## src/rtl/nibble_serial_subtractor.sv

```systemverilog
// Nibble-serial subtractor: computes a - b - bin one 4-bit slice per cycle,
// least-significant nibble first, with the borrow held in a register between
// slices. Operands and result use valid/ready handshakes.
module nibble_serial_subtractor #(
    parameter int unsigned WIDTH = 16
) (
    input  logic             clk,
    input  logic             rst,
    input  logic             in_valid,
    output logic             in_ready,
    input  logic [WIDTH-1:0] a,
    input  logic [WIDTH-1:0] b,
    input  logic             bin,
    output logic             out_valid,
    input  logic             out_ready,
    output logic [WIDTH-1:0] diff,
    output logic             bout,
    output logic             zero,
    output logic             busy
);

    localparam int unsigned NIBBLES = WIDTH / 4;
    localparam int unsigned CntW    = $clog2(NIBBLES) + 1;

    if ((WIDTH % 4) != 0 || WIDTH < 4) begin : g_width_check
        $error("nibble_serial_subtractor: WIDTH must be a multiple of 4 and at least 4");
    end

    typedef enum logic [1:0] {StIdle, StRun, StDone} state_t;

    state_t            state_q, state_d;
    logic [WIDTH-1:0]  a_q, a_d;
    logic [WIDTH-1:0]  b_q, b_d;
    logic              borrow_q, borrow_d;
    logic [CntW-1:0]   cnt_q, cnt_d;
    logic [WIDTH-1:0]  res_q, res_d;
    // Published result is kept apart from the shifting work register so it
    // stays stable until the next result is complete.
    logic [WIDTH-1:0]  diff_q, diff_d;
    logic              bout_q, bout_d;
    logic              zero_q, zero_d;

    logic [3:0]        slice_d;
    logic              slice_bout;
    logic [WIDTH-1:0]  res_next;
    logic              last_slice;

    // 4-bit full-subtractor slice on the current low nibbles and borrow register.
    always_comb begin
        logic c;
        logic x;
        logic y;
        slice_d = '0;
        c       = borrow_q;
        for (int i = 0; i < 4; i++) begin
            x          = a_q[i];
            y          = b_q[i];
            slice_d[i] = x ^ y ^ c;
            c          = (~x & y) | (c & (~x | y));
        end
        slice_bout = c;
        res_next   = {slice_d, res_q[WIDTH-1:4]};
        last_slice = (cnt_q == CntW'(NIBBLES - 1));
    end

    // Next-state, datapath updates and handshake outputs.
    always_comb begin
        state_d   = state_q;
        a_d       = a_q;
        b_d       = b_q;
        borrow_d  = borrow_q;
        cnt_d     = cnt_q;
        res_d     = res_q;
        diff_d    = diff_q;
        bout_d    = bout_q;
        zero_d    = zero_q;
        in_ready  = 1'b0;
        out_valid = 1'b0;
        busy      = 1'b1;
        unique case (state_q)
            StIdle: begin
                in_ready = 1'b1;
                busy     = 1'b0;
                if (in_valid) begin
                    a_d      = a;
                    b_d      = b;
                    borrow_d = bin;
                    cnt_d    = '0;
                    state_d  = StRun;
                end
            end
            StRun: begin
                a_d      = a_q >> 4;
                b_d      = b_q >> 4;
                borrow_d = slice_bout;
                res_d    = res_next;
                cnt_d    = cnt_q + 1'b1;
                if (last_slice) begin
                    diff_d  = res_next;
                    bout_d  = slice_bout;
                    zero_d  = (res_next == '0);
                    state_d = StDone;
                end
            end
            StDone: begin
                out_valid = 1'b1;
                if (out_ready) begin
                    state_d = StIdle;
                end
            end
            default: begin
                state_d = StIdle;
            end
        endcase
    end

    // State and datapath registers with asynchronous reset.
    always_ff @(posedge clk or posedge rst) begin
        if (rst) begin
            state_q  <= StIdle;
            a_q      <= '0;
            b_q      <= '0;
            borrow_q <= 1'b0;
            cnt_q    <= '0;
            res_q    <= '0;
            diff_q   <= '0;
            bout_q   <= 1'b0;
            zero_q   <= 1'b0;
        end else begin
            state_q  <= state_d;
            a_q      <= a_d;
            b_q      <= b_d;
            borrow_q <= borrow_d;
            cnt_q    <= cnt_d;
            res_q    <= res_d;
            diff_q   <= diff_d;
            bout_q   <= bout_d;
            zero_q   <= zero_d;
        end
    end

    assign diff = diff_q;
    assign bout = bout_q;
    assign zero = zero_q;

endmodule
```

## config.mk

```make
export PLATFORM = sky130hd
export DESIGN_NAME = nibble_serial_subtractor
export DESIGN_NICKNAME = d
export VERILOG_FILES = /design/src/rtl/nibble_serial_subtractor.sv
export SDC_FILE = /design/constraint.sdc
export NUM_CORES = 1
export LEC_CHECK = 0
export ABC_CLOCK_PERIOD_IN_PS = 2500
export CELL_PAD_IN_SITES_DETAIL_PLACEMENT = 1
export CELL_PAD_IN_SITES_GLOBAL_PLACEMENT = 2
export CORE_ASPECT_RATIO = 0.7
export CORE_MARGIN = 2
export CORE_UTILIZATION = 35
export CTS_BUF_LIST = sky130_fd_sc_hd__clkbuf_2
export DETAILED_ROUTE_END_ITERATION = 8
export PLACE_DENSITY_LB_ADDON = 0.1
export SYNTH_ARGS = -nofsm -noshare
export SYNTH_HDL_FRONTEND = slang
export SYNTH_SLANG_ARGS = --single-unit
export TNS_END_PERCENT = 5
```

## constraint.sdc

```tcl
create_clock -name clk -period 2.5 [get_ports clk]
set_input_delay 0.5 -clock clk [delete_from_list [all_inputs] [get_ports clk]]
set_output_delay 0.5 -clock clk [all_outputs]
set_load 0.1 [all_outputs]
```

==> flow_summary.yaml <==
setup_path:
  cp_slowest_cell: "dfrtp_1"
  path_cells: "inv_2 -> fa_1 -> inv_1 -> fa_2 -> fa_2 -> inv_2 -> fa_1 -> buf_4 -> mux2_2"
  rr_endpoint: "diff[15]"
  reg2reg_slack_ps: 140
  reg2reg_from: "b_q[0]"
  worst-r2r-cell-count: 9
  crit_start: "b_q[0]"
  crit_path_start_kind: "flop"
  required_ps: 2880
  critPathCaptureType: "flop"
  worstSetupEndpoint: "diff[15]"
  cp_num_buf_inv: 4
  crit_family: "adder cells"
  arrival_ps: 2740
  cp.depth: 9
  slowest_delay_ps: 430
  cp_max_fo: 2
  crit_type: "reg -> reg"
detailed_routing:
  postRouteAntennaNets: 0
  via_per_inst: 4.67
  vias: 2106
  drc: 0
  drt_iter0_drc: 91
  wire_per_inst_um: 14.5
  wirelength_mm: 6.52
  first_pass_iters: 4
sta:
  hold_slack_ps: 333
  final-hold-violation-count: 0
  tightest_slew_ps: 626
  layout_min_cycle_time_ps: 2360
  fin_skew_ps: 33.1
  max_freq_ghz: 0.424
  maxSlewViolCount: 0
  setup_violations: 0
  maxSlewHeadroom_pct: 58.3
  rsz0062_at_grt: "false"
  period_share_pct: 94.3
global_route:
  grt_pass1_vias: 2146
  grt-ovfl-total: 0
  grt_max_degree: 43
  track_usage_pct: 15.2
  grt_pass1_wl_mm: 10.8
  antenna_found_initial: 0
clocking:
  numCtsBuffers: 9
  cts.clk_slew.worst_paths_ps: 190
  clock_path_buffers: 2
  cts_hold_buffers: 0
  clock-sinks: 68
  clock_latency_ps: 480
  h-tree-depth: 3
  root_buffer: "clkbuf_2"
  cts_tree: "built"
finish:
  register_area_sq_mm: 0.00170
  fin_nets: 369
  drive_above_1_share_pct: 24.8
  multi_input_area_sq_mm: 0.00120
  antenna_cells: 0
  syn_to_final_growth_pct: 25.8
  fill_cells: 922
synthesis:
  synth.area.mux_share_pct: 17.2
  synth_compound_area_share_pct: 9.04
  synth_area_leaders: "dfrtp_1 (56%), mux2_2 (8.9%), mux2i_1 (8.3%)"
  synth_top_area_share_pct: 56.1
  synth_top_cell_by_area: "dfrtp_1"
  synth_adder_area_share_pct: 3.47
  synth_area_sq_mm: 0.00303
  synthXorXnorAreaFrac_pct: 0
  seq_area_frac_synth_pct: 56.1
  yosysWarningCount: 0
  syn-num-nets: 305
  synth-simple-area-share_pct: 9.12
  synthCells: 262
  synth.distinct_cells: 26
  syn_avg_cell_area_sq_um: 11.6
  synth_top_family_by_area: "multiplexers"
  synth-seq-cells: 68
place:
  gp_congestion: 0.720
  numPortBuffers: 57
  dp_hpwl_mm: 4.75
die:
  dieArea_sq_mm: 0.00943
  core_sq_mm: 0.00844
  initial_core_util_pct: 35.9
  die_h_um: 81.9
  io_pins: 58
  fp.dieW_um: 115
  rows: 28
run_status:
  status: "complete, no violations"
flow_run:
  cap_violations: 0
min_path:
  hp-class: "in -> async"
## sequential cells by signal, indices dropped and copies added, names as in the netlist
signal / cells
a_q: 16
b_q: 16
diff: 16
res_q: 12
cnt_q: 3
state_q: 2
borrow_q: 1
bout: 1
zero: 1
## layout by cell type, fill, tap and decap left out, drive strengths merged, types with 4 or more instances in the layout
cell and count:
inv 13, clkinv 5, clkbuf 11, mux2 24, buf 32, nand2 40
fa 4, o21ai 41, clkdlybuf4s50 36, a21oi 8, dfrtp 68, nor2b 7
mux2i 25
## cell families (layout without fill, tap and decap cells)
| kind of cell | after synthesis | count (layout) |
|---|---|---|
| adders and majority gates | 6 | 6 |
| buffers and inverters | 28 | 97 |
| DFF | 68 | 68 |
| and+or+nand+nor | 59 | 59 |
| AOI/OAI and AO/OA | 52 | 52 |
| muxes | 49 | 49 |
## routing by layer
layer | vias to the layer above | part of all wire (%) | global-route usage [%] | wire length, um
li1 | 1022 | - | - | -
met4 | 0 | 0.97 | 3.73 | 63
met3 | 6 | 5.4 | 5.39 | 351
met5 | - | 0 | 0 | 0
met1 | 1039 | 50 | 21.6 | 3270
met2 | 39 | 44 | 22.3 | 2840
## synth_stat cells
cell	number
nand2_1	40
nand2b_1	2
buf_4	1
buf_6	5
nor2b_1	7
ha_1	2
o21bai_2	1
a32o_1	1
mux2_2	24
nor3b_1	1
buf_2	5
inv_1	13
a21oi_1	8
nor4_1	2
fa_1	4
a211oi_1	1
nand4_1	1
mux2i_1	25
clkbuf_1	3
clkbuf_2	1
and2b_1	1
dfrtp_1	68
o21ai_0	41
nand3b_2	1
nor4b_1	2
nor2_1	2
## cell type report
class,count,share of cell area (%)
clock buffers,11,1.44
clock inverters,5,0.754
inverters,13,1.28
multi-input cells,166,31.6
flip-flops and latches,68,44.6
well taps,120,3.94
repair buffers,68,16.4
## through the flow
stage | TNS (ps) | cell area (sq um) | utilization (%) | instances | setup slack [ps]
after floorplan | 0 | 3040 | - | 262 | 191
after global placement | 0 | 3710 | 44.0 | 434 | 95.7
after detailed placement | -7.94 | 3710 | 44.0 | 434 | -7.94
after CTS | 0 | 3810 | 45.1 | 451 | 14.2
after global routing | 0 | 3810 | 45.2 | 451 | 11.1
final | 0 | 3810 | 45.2 | 451 | 142
## worst min path at each step
stage	startpoint	end	slack [ps]	cells past startpoint
finish	rst	diff[3]	330	2
global route	rst	diff[7]	270	2
CTS	rst	a_q[6]	280	2
detailed placement	a_q[8]	a_q[8]	470	2
global placement	b_q[9]	b_q[9]	460	2
floorplan	a_q[10]	a_q[10]	450	2
## worst reg2reg max path, stage by stage (launching register included)
cell and delay (ps):
dfrtp_1 430, inv_2 60, fa_1 150, inv_1 50, fa_2 330, fa_2 340
inv_2 60, fa_1 430, buf_4 160, mux2_2 250
## timing repair
item | CTS | global route
endpoints found under the setup margin | 1 | 3
endpoints found under the hold margin | 0 | 0
buffers inserted | 1 | 0
resized for setup | 3 | 3
pin swaps | 3 | 3
Power is left out: the tool's default activity adds up to more than one toggle a clock period on the data nets, which glitch-free logic cannot reach.
==> variant: new RTL, same flow settings <==
Set the parameter `WIDTH` to 32 (it was 16).
--- a/src/rtl/nibble_serial_subtractor.sv
+++ b/src/rtl/nibble_serial_subtractor.sv
@@ -4,3 +4,3 @@
 module nibble_serial_subtractor #(
-    parameter int unsigned WIDTH = 16
+    parameter int unsigned WIDTH = 32
 ) (
Ports: changed (resized a, b and diff); port bits go from 58 to 106. The function was not compared with the original's and may differ.
==> variant against the unedited design <==
Critical path depth rose by 1. Worst setup slack got worse by 0.092 ns. Area after synthesis rose by 100%. Sequential cell count rose by 65. Non-clock buffer count rose by 54. Cell area rose by 100%. Utilization fell by 0.62 points. Routed wire length rose to 2.6 times the old value. Critical path type unchanged. Critical endpoint is now zero$_DFFE_PP0P_. Highest routed layer unchanged.
==> variant: results (changes against the unedited design) <==
.. list-table::
   :header-rows: 1

   * - Metric
     - Value
   * - Number of distinct library cell variants in the gate-level netlist after synthesis
     - 34 (+31%)
   * - Placed cell count
     - 898 (+110%)
   * - Syn_area_per_cell
     - 10.5 um2 (-9.5%)
   * - Clock Skew
     - 0.0340 ns (+0.000846 ns)
   * - Wire length after detailed routing
     - 17,100 um (+160%)
   * - IR drop worst, VDD
     - 0.936 mV
   * - Share of the yosys chip area belonging to registers
     - 0.538 (-0.0234)
   * - Instance area at placement
     - 7380 um2 (+99%)
   * - Initial drt markers
     - 259 (+180%)
   * - Top cells by count, synth
     - dfrtp_1 (133), nand2_1 (89), o21ai_0 (64), a21oi_1 (58)
   * - FF/Latch Area
     - 3330 um2 (+96%)
   * - Layout multi-input combinational cell count
     - 404 (+140%)
   * - Leading post-synthesis cells by cell area
     - dfrtp_1 (54%), a22oi_1 (6.6%), nor2b_1 (5.5%)
   * - Clock distribution area overhead in the final layout
     - 0.0292 (+0.00722)
   * - Met1 global-route usage
     - 0.280 (+0.0638)
   * - Number of non-clock inverters
     - 10 (-3)
   * - Layout buffer count excluding clock buffers
     - 122 (+79%)
   * - Footprint of the multi-input gates
     - 2620 um2 (+120%)
   * - Number of global-route vias before repair
     - 5,224 (+140%)
   * - Mux contribution to synthesized area
     - 0.0702 (-0.102)
   * - Level count of the clock H-tree
     - 4 (+1)
   * - Overall Global Routing Usage
     - 0.194 (+0.0414)
   * - Adder-Cell Fraction of Synth Area
     - 0.0150 (-0.0197)
   * - Least-Margin Pin Slew
     - 1.13 ns (+0.501 ns)
   * - Signal buffers share of area
     - 0.153 (-0.0113)
   * - Met3 usage
     - 0.0480 (-0.00589)
   * - Crit path DAT
     - 3.07 ns (+0.33 ns)
   * - Synthesized net count
     - 665 (+120%)
   * - Global Route met2 Usage
     - 0.296 (+0.0728)
   * - Gp weighted congestion
     - 0.713 (-1.1%)
   * - Synthesis-stage register bit count
     - 133 (+96%)
   * - CTS tree
     - done
   * - Post-detailed-placement half-perimeter wirelength
     - 11,300 um (+140%)
   * - Number of clock-tree buffers in the layout
     - 17 (+6)
   * - Count of input and output buffers
     - 105 (+84%)
   * - Fraction of layout instances using a drive strength above 1
     - 0.191 (-0.0566)
   * - Maximum number of pins on one net before global-route repair
     - 67 (+56%)
   * - Number of placement rows
     - 40 (+43%)
   * - Hold WC Path Type
     - in2reg
   * - Total via count in the routed design
     - 4,868 (+130%)
   * - Later-pin clock latency in the skew report
     - 0.70 ns (+0.22 ns)
   * - Compound-Gate Fraction of Synth Area
     - 0.194 (+0.103)
   * - Pre-CTS setup slack
     - -0.0939 ns (-0.0859 ns)
   * - Run status
     - finished, final reports clean
   * - Final cell count without fillers
     - 932 (+110%)
   * - Layout filler cell count
     - 1,924 (+110%)
   * - Final nets
     - 762 (+110%)
==> variant: cell count changes after synthesis, sizes merged, moves of 5 or more <==
| cell | delta |
|---|---|
| nor2b | +47 |
| buf | +18 |
| mux2 | +7 |
| a21oi | +50 |
| nand2 | +50 |
| o21ai | +32 |
| a2bb2oi | +6 |
| dfrtp | +65 |
| a22oi | +54 |
| nor4 | +5 |
| clkbuf | +11 |
| mux2i | -24 |
==> variant: cell families after synthesis <==
group / count (synthesis)
AND/OR/NAND/NOR: 168
adder cells (fa/ha/maj): 5
flip-flops: 133
AO/OA/AOI/OAI: 199
buffers and inverters: 54
multiplexers: 32
==> variant: layer usage <==
layer | routed length [um] | part of all wire
met5 | 0 | 0
met4 | 151 | 0.0088
met3 | 723 | 0.042
met2 | 7670 | 0.45
met1 | 8530 | 0.50
==> variant: report_power, final <==
part | switching (uW) | total, uW | internal, uW
sequential | 796 | 3830 | 3030
combinational | 3750 | 5590 | 1840
clock | 816 | 1260 | 443
total | 5360 | 10700 | 5310
==> variant: worst paths after layout <==
check                                startpoint  cells past startpoint  slack [ns]                    to
hold reg to reg             a_q[27]$_DFFE_PP0P_                      2        0.50   a_q[27]$_DFFE_PP0P_
setup reg to reg           borrow_q$_DFFE_PP0P_                     10        0.05      zero$_DFFE_PP0P_
max in group asynchronous                   rst                      4        1.24   b_q[11]$_DFFE_PP0P_
hold / removal                            b[28]                      3        0.40   b_q[28]$_DFFE_PP0P_
setup / recovery           borrow_q$_DFFE_PP0P_                     10        0.05      zero$_DFFE_PP0P_
min in group asynchronous                   rst                      3        0.62  diff[20]$_DFFE_PP0P_
==> variant: repair_timing <==
item                       in CTS  in global routing
hold buffers                    1                  0
setup endpoints to repair       4                  4
gates resized for setup        10                  7
setup buffers                   1                  0
pin swaps                       2                  5
hold endpoints to repair        4                  0
